<file path="config.mk">
export PLATFORM = sky130hd
export DESIGN_NAME = line_matrix_v2
export DESIGN_NICKNAME = d
export VERILOG_FILES = /design/src/rtl/line_matrix_v2.sv
export SDC_FILE = /design/constraint.sdc
export NUM_CORES = 1
export LEC_CHECK = 0
export CELL_PAD_IN_SITES_DETAIL_PLACEMENT = 1
export CELL_PAD_IN_SITES_GLOBAL_PLACEMENT = 1
export CORE_MARGIN = 1.5
export CORE_UTILIZATION = 43
export DETAILED_ROUTE_END_ITERATION = 8
export HOLD_SLACK_MARGIN = 0.08
export PLACE_DENSITY_LB_ADDON = 0.1
export REMOVE_ABC_BUFFERS = 1
export SLEW_MARGIN = 5
export SYNTH_ARGS = -nofsm -noshare
export SYNTH_HDL_FRONTEND = slang
export SYNTH_SLANG_ARGS = --single-unit
</file>
<file path="constraint.sdc">
create_clock -name clk -period 1.74 [get_ports clk]
set_input_delay 0.261 -clock clk [delete_from_list [all_inputs] [get_ports clk]]
set_output_delay 0.261 -clock clk [all_outputs]
set_load 0.05 [all_outputs]
</file>
<file path="src/rtl/line_matrix_v2.sv">
// line_matrix_v2 -- registered crossbar from asynchronous RFIC GPO lines to
// accessory output lines.
//
// Each input line is synchronised through SYNC_STAGES flops. Each output picks
// one synchronised source and applies a mode: PASS, INVERT, STRETCH (pulse
// stretch with retrigger) or CONST (level taken from sel[0]). Configuration is
// written into a shadow table and copied into the active table on cfg_commit.
//
// Ports:
//   clk, rst        block clock, synchronous active-high reset
//   input_lines     asynchronous source lines (NUM_IN)
//   output_lines    registered routed outputs (NUM_OUT)
//   cfg_wr          shadow write strobe for entry cfg_addr (cfg_sel, cfg_mode)
//   cfg_commit      copy the whole shadow table into the active table
//   cfg_pending     shadow holds writes that are not yet committed
//   cfg_err         one-cycle pulse on a write to a nonexistent output
//   rd_addr         readback index into the active table
//   rd_sel, rd_mode registered readback of active[rd_addr]
module line_matrix_v2 #(
    parameter int NUM_IN         = 8,
    parameter int NUM_OUT        = 10,
    parameter int SYNC_STAGES    = 2,
    parameter int STRETCH_CYCLES = 16,
    parameter int SEL_W          = $clog2(NUM_IN),
    parameter int ADDR_W         = (NUM_OUT > 1) ? $clog2(NUM_OUT) : 1
) (
    input  logic               clk,
    input  logic               rst,
    input  logic [NUM_IN-1:0]  input_lines,
    output logic [NUM_OUT-1:0] output_lines,
    input  logic               cfg_wr,
    input  logic [ADDR_W-1:0]  cfg_addr,
    input  logic [SEL_W-1:0]   cfg_sel,
    input  logic [1:0]         cfg_mode,
    input  logic               cfg_commit,
    output logic               cfg_pending,
    output logic               cfg_err,
    input  logic [ADDR_W-1:0]  rd_addr,
    output logic [SEL_W-1:0]   rd_sel,
    output logic [1:0]         rd_mode
);

    localparam logic [1:0] MODE_PASS    = 2'd0;
    localparam logic [1:0] MODE_INVERT  = 2'd1;
    localparam logic [1:0] MODE_STRETCH = 2'd2;
    localparam logic [1:0] MODE_CONST   = 2'd3;

    localparam int               CNT_W        = $clog2(STRETCH_CYCLES + 1);
    localparam logic [CNT_W-1:0] STRETCH_LOAD = CNT_W'(STRETCH_CYCLES);
    localparam logic [CNT_W-1:0] CNT_ONE      = CNT_W'(1);
    // One extra bit so NUM_OUT / NUM_IN themselves are representable.
    localparam logic [ADDR_W:0]  NUM_OUT_L    = (ADDR_W + 1)'(NUM_OUT);
    localparam logic [SEL_W:0]   NUM_IN_L     = (SEL_W + 1)'(NUM_IN);

    logic [SYNC_STAGES-1:0][NUM_IN-1:0] sync_q, sync_d;
    logic [NUM_IN-1:0]                  s;

    logic [NUM_OUT-1:0][SEL_W-1:0] shadow_sel_q, shadow_sel_d;
    logic [NUM_OUT-1:0][1:0]       shadow_mode_q, shadow_mode_d;
    logic [NUM_OUT-1:0][SEL_W-1:0] active_sel_q, active_sel_d;
    logic [NUM_OUT-1:0][1:0]       active_mode_q, active_mode_d;
    logic [NUM_OUT-1:0][CNT_W-1:0] cnt_q, cnt_d;
    logic [NUM_OUT-1:0]            prev_q, prev_d;
    logic [NUM_OUT-1:0]            out_q, out_d;

    logic             pending_q, pending_d;
    logic             err_q, err_d;
    logic [SEL_W-1:0] rd_sel_q, rd_sel_d;
    logic [1:0]       rd_mode_q, rd_mode_d;

    logic wr_ok;
    logic rd_ok;

    assign s = sync_q[SYNC_STAGES-1];

    always_comb begin
        sync_d = {sync_q[SYNC_STAGES-2:0], input_lines};
    end

    // Configuration: shadow write, commit, pending flag, error pulse, readback.
    always_comb begin
        wr_ok         = cfg_wr && ({1'b0, cfg_addr} < NUM_OUT_L);
        rd_ok         = ({1'b0, rd_addr} < NUM_OUT_L);
        shadow_sel_d  = shadow_sel_q;
        shadow_mode_d = shadow_mode_q;
        if (wr_ok) begin
            shadow_sel_d[cfg_addr]  = cfg_sel;
            shadow_mode_d[cfg_addr] = cfg_mode;
        end
        // Commit copies the registered shadow, so a write in the same cycle
        // stays pending for the next commit.
        active_sel_d  = cfg_commit ? shadow_sel_q  : active_sel_q;
        active_mode_d = cfg_commit ? shadow_mode_q : active_mode_q;
        if (wr_ok) begin
            pending_d = 1'b1;
        end else if (cfg_commit) begin
            pending_d = 1'b0;
        end else begin
            pending_d = pending_q;
        end
        err_d     = cfg_wr && !wr_ok;
        rd_sel_d  = rd_ok ? active_sel_q[rd_addr]  : '0;
        rd_mode_d = rd_ok ? active_mode_q[rd_addr] : MODE_CONST;
    end

    // Per-output routing and stretch logic.
    always_comb begin
        logic src_ok;
        logic src;
        src_ok = 1'b0;
        src    = 1'b0;
        cnt_d  = '0;
        prev_d = '0;
        out_d  = '0;
        for (int k = 0; k < NUM_OUT; k++) begin
            src_ok    = ({1'b0, active_sel_q[k]} < NUM_IN_L);
            src       = src_ok & s[active_sel_q[k]];
            prev_d[k] = src;
            if (active_mode_q[k] == MODE_STRETCH) begin
                // Counter is reloaded on a rising edge and held while the
                // source stays high, so the stretch tail starts at the fall.
                if (src && !prev_q[k]) begin
                    cnt_d[k] = STRETCH_LOAD;
                end else if (src) begin
                    cnt_d[k] = cnt_q[k];
                end else if (cnt_q[k] != '0) begin
                    cnt_d[k] = cnt_q[k] - CNT_ONE;
                end
            end
            case (active_mode_q[k])
                MODE_PASS:    out_d[k] = src;
                MODE_INVERT:  out_d[k] = src_ok & ~src;
                // Using the next count gives exactly STRETCH_CYCLES high
                // cycles for a one-cycle pulse (source cycle included).
                MODE_STRETCH: out_d[k] = src | (cnt_d[k] != '0);
                default:      out_d[k] = active_sel_q[k][0];
            endcase
        end
        if (cfg_commit) begin
            cnt_d  = '0;
            prev_d = '0;
        end
    end

    always_ff @(posedge clk) begin
        if (rst) begin
            sync_q        <= '0;
            shadow_sel_q  <= '0;
            shadow_mode_q <= {NUM_OUT{MODE_CONST}};
            active_sel_q  <= '0;
            active_mode_q <= {NUM_OUT{MODE_CONST}};
            cnt_q         <= '0;
            prev_q        <= '0;
            out_q         <= '0;
            pending_q     <= 1'b0;
            err_q         <= 1'b0;
            rd_sel_q      <= '0;
            rd_mode_q     <= MODE_CONST;
        end else begin
            sync_q        <= sync_d;
            shadow_sel_q  <= shadow_sel_d;
            shadow_mode_q <= shadow_mode_d;
            active_sel_q  <= active_sel_d;
            active_mode_q <= active_mode_d;
            cnt_q         <= cnt_d;
            prev_q        <= prev_d;
            out_q         <= out_d;
            pending_q     <= pending_d;
            err_q         <= err_d;
            rd_sel_q      <= rd_sel_d;
            rd_mode_q     <= rd_mode_d;
        end
    end

    assign output_lines = out_q;
    assign cfg_pending  = pending_q;
    assign cfg_err      = err_q;
    assign rd_sel       = rd_sel_q;
    assign rd_mode      = rd_mode_q;

endmodule

</file>
==> impl_summary.md <==
Floorplanning
The die area is 21800 µm². The boundary pin count is 42. Once the floorplan was initialized, standard cells occupied 44.1% of the core. The site row count is 52. The chip width is 148 µm.

The floorplan step set the die height to 148 µm. The standard cell core area is 20400 µm².

Route
The first-pass iteration count of the detailed router is 4. The total wirelength of the detailed-routed design is 26800 µm. After detailed routing, the number of vias per cell comes to 5.50. The number of vias in the routed layout is 7547. The first routing iteration left 310 violations. The per-cell routed wire length is 19.5 µm. Once detail routing completed, the nets flagged for antenna violations numbered 0.

For this run, design rule violations remaining after detail routing come to 0.

Clock network
Clock-pin slew was measured on the worst setup and hold paths at 0.07 ns. The clock latency on the worst-skew pair is 0.45 ns. The worst-case clock buffer depth is 2. The clock tree synthesis step divided the H-tree into 4 levels. The number of buffers inserted during clock tree synthesis is 17. The root cell of the clock tree is sky130_fd_sc_hd__clkbuf_16. TritonCTS built the clock tree. For this design, the sink count on the clock tree is 193. After clock tree synthesis, the flow added hold-fix buffers numbering 0.

Timing
Measured against its own limit, the worst slew margin works out to 61.4%. The number of failing hold endpoints at the final stage is 0. Setup repair after global routing could not meet its margin everywhere. Static timing analysis puts the maximum clock frequency at 535 MHz. For the pin with the worst max-slew slack, the measured transition is 0.578 ns.

The final count of pins violating max slew is 0. The tightest hold margin is 0.276 ns. The final worst clock skew is 0.00904 ns.

The smallest clock period supported by the final layout is computed as 1.87 ns. Of the available clock period, the critical path in the final layout requires 107%. Setup violations remaining at the end of the flow were counted as 49.

Setup slack on the critical path of the routed design comes to -0.130 ns.

Setup path
The critical path's most frequent cell is sky130_fd_sc_hd__mux2_4. On the worst path, the slowest cell contributes a delay of 0.48 ns. The number of buffer and inverter stages on the critical path is 0.

The worst setup path is of the reg2reg kind. The critical-path maximum fanout is 10. The data arrival time of the critical path is 2.20 ns. The critical path goes through mux4_2 -> mux2_4 -> mux2_4 -> nor3_2 -> o41a_1. The worst reg-to-reg setup slack is -0.13 ns.

Data on the critical path is required at its endpoint by 2.07 ns. The worst setup path is launched from a flip-flop. The type of destination of the critical path is a flip-flop.

Grouping stages by cell kind, the critical path spends the most delay in multiplexers. The endpoint of the worst register-to-register path is output_lines[5]. The cell depth of the worst flop-to-flop path is 5. The beginning of the worst register-to-register path is s[6].

The cell with the largest stage delay on the worst path is sky130_fd_sc_hd__mux4_2.

Finish
The filler-free cell count of the finished design is 1371. The total area of sequential cells is 3920 µm². The post-route standard cell area excluding fillers is 12000 µm².

The proportion of layout cells with a drive suffix above 1 is 32.5%. Fill cells in the final layout number 2225. The library cell used most frequently in the layout, excluding fill and tap cells, is sky130_fd_sc_hd__dfxtp_1.

The net count reported at finish is 1123. The total inserted antenna cells is 0. The footprint of the multi-input gates is 5370 µm².

The signed area change from the synthesized netlist to the final layout is 33.6%. Leaving out fill and tap cells, the most frequent cells in the layout are sky130_fd_sc_hd__dfxtp_1, sky130_fd_sc_hd__nor2_1, sky130_fd_sc_hd__mux2i_1.

Placed design
The placed cell area is 10400 µm². OpenSTA, run right after detailed placement, puts the worst setup slack at -0.304 ns. Counting tap cells, the placed design contains a total of 1316 instances. The count of input and output buffers is 41.

The routability congestion estimate is 0.846. Summed over all nets, the half-perimeter wirelength after detailed placement is 17800 µm.

Logic synthesis
Among all flip-flop cells after synthesis, the most frequent one is sky130_fd_sc_hd__dfxtp_1. The cell area after technology mapping is 8980 µm². A synthesized cell averages 9.58 µm². The sequential area share after synthesis is 43.0%.

After synthesis the netlist holds a flip-flop and latch count of 193. The async set or reset register ratio after synthesis is 0%. The cell count after synthesis is 938.

The count of warnings emitted by yosys is 0. The number of flops mapped to enable cells by yosys is 0. Counting distinct cell types in the post-synthesis netlist gives 61.

Hold path
The launch point of the worst hold path is rst. The worst hold path belongs to the class in2reg. The path with the worst hold slack has its endpoint at active_sel_q[18].

The number of instances on the worst hold path is 3.

Power
In this run the static leakage power is 4.79 nW. In this run the power density over the cells is 778 nW/µm². The post-layout total power is 9.34 mW. VDD sags by at most 0.569 mV.

Run status
The flow ran to the end, but the final reports show violations. The checks that failed: negative setup slack.

Run
The tool flagged a number of max-cap violations equal to 0.

Global routing
The total global-route track usage is 25.4%. For this run the aggregate overflow at the end of global routing stands at 0. The number of global-route vias before repair is 7970. The initial antenna violation count came to 0. The wire length of the first global-routing pass is 43000 µm. The pin count of the biggest net entering global routing is 58.
[state kept, by name, indices dropped and copies added (netlist names), 8 cells and up]
name,cells
s,8
shadow_sel_q,30
prev_q,10
shadow_mode_q,20
output_lines,10
active_sel_q,30
sync_d,8
active_mode_q,20
cnt_q,50
[Yosys cell counts (5+ instances only)]
master	number	area share, %
sky130_fd_sc_hd__nor3_1	33	1.8
sky130_fd_sc_hd__nor2b_1	35	2.4
sky130_fd_sc_hd__clkbuf_1	32	1.3
sky130_fd_sc_hd__o31ai_1	6	0.50
sky130_fd_sc_hd__or3b_2	5	0.49
sky130_fd_sc_hd__a31oi_1	13	0.91
sky130_fd_sc_hd__buf_2	5	0.28
sky130_fd_sc_hd__o211ai_1	6	0.50
sky130_fd_sc_hd__or3_1	11	0.77
sky130_fd_sc_hd__nor2_1	130	5.4
sky130_fd_sc_hd__o21ai_0	22	1.2
sky130_fd_sc_hd__and2_1	14	0.98
sky130_fd_sc_hd__nand2_1	66	2.8
sky130_fd_sc_hd__mux2i_1	122	14
sky130_fd_sc_hd__nor3b_1	5	0.42
sky130_fd_sc_hd__mux4_1	7	2.0
sky130_fd_sc_hd__dfxtp_1	193	43
sky130_fd_sc_hd__nand3_1	7	0.39
sky130_fd_sc_hd__mux2_2	9	1.1
sky130_fd_sc_hd__ha_1	10	1.4
sky130_fd_sc_hd__buf_1	7	0.29
sky130_fd_sc_hd__nand3b_1	11	0.92
sky130_fd_sc_hd__nand2b_1	14	0.98
sky130_fd_sc_hd__mux4_2	23	5.8
sky130_fd_sc_hd__a21oi_1	52	2.9
sky130_fd_sc_hd__inv_1	36	1.5
[layout make-up]
type                       instances  share of cell area [%]
multi-input combinational        663                    44.8
inverter                          37                    1.16
clock inverter                    14                    1.40
clock buffer                      18                    3.66
sequential                       193                    32.7
timing repair buffer             176                    13.5
tap                              270                    2.82
[how the worst max path moves through the flow]
stage,cells past startpoint,slack (ns),start,endpoint
after floorplan,5,-0.35,active_sel_q[13],cnt_q[23]
after global placement,6,-0.26,rd_addr[0],rd_sel[2]
after detailed placement,6,-0.30,rd_addr[0],rd_sel[1]
after CTS,7,-0.18,cnt_q[36],output_lines[7]
after global routing,7,-0.22,active_sel_q[13],cnt_q[22]
final,5,-0.13,s[6],output_lines[5]
[where the power goes]
| group | switching (mW) | internal (mW) |
|---|---|---|
| sequential | 0.0559 | 4.45 |
| clock | 1.90 | 2.21 |
| combinational | 0.373 | 0.342 |
[through the flow]
step,TNS [ns],utilization (%)
3_5_place_dp,-15.09,51.2
3_3_place_gp,-10.60,51.2
2_1_floorplan,-4.09,-
6_report,-3.35,58.9
5_1_grt,-6.86,58.9
4_1_cts,-2.83,57.2
[logic make-up (layout without fill, tap and decap cells)]
group | count (synthesis) | after routing | share of synthesized area (%)
simple gates | 348 | 348 | 18.8
flops | 193 | 193 | 43.0
mux | 165 | 166 | 23.2
compound gates | 135 | 135 | 9.40
buf+inv | 83 | 245 | 3.71
fa+ha+maj | 13 | 13 | 1.73
xor+xnor | 1 | 1 | 0.0975
[layer usage]
metal / track usage, % / up-vias / routed length (µm)
li1: - / 3626 / -
met1: 32.9 / 3758 / 12200
met2: 43.1 / 127 / 13300
met3: 4.51 / 36 / 815
met4: 7.75 / 0 / 461
met5: 0 / - / 0
[tightest hold or removal path: cells and delay by family]
kind          cells  cell delay (ns)
buf+inv           2             0.30
simple gates      1             0.12
[what timing repair did]
item	in CTS	in global routing
hold endpoints to repair	0	0
resized for setup	147	77
gates cloned	4	0
endpoints found under the setup margin	66	63
buffers inserted	15	5
pin swaps	49	47
No activity file was read; power rests on OpenSTA's default activity.
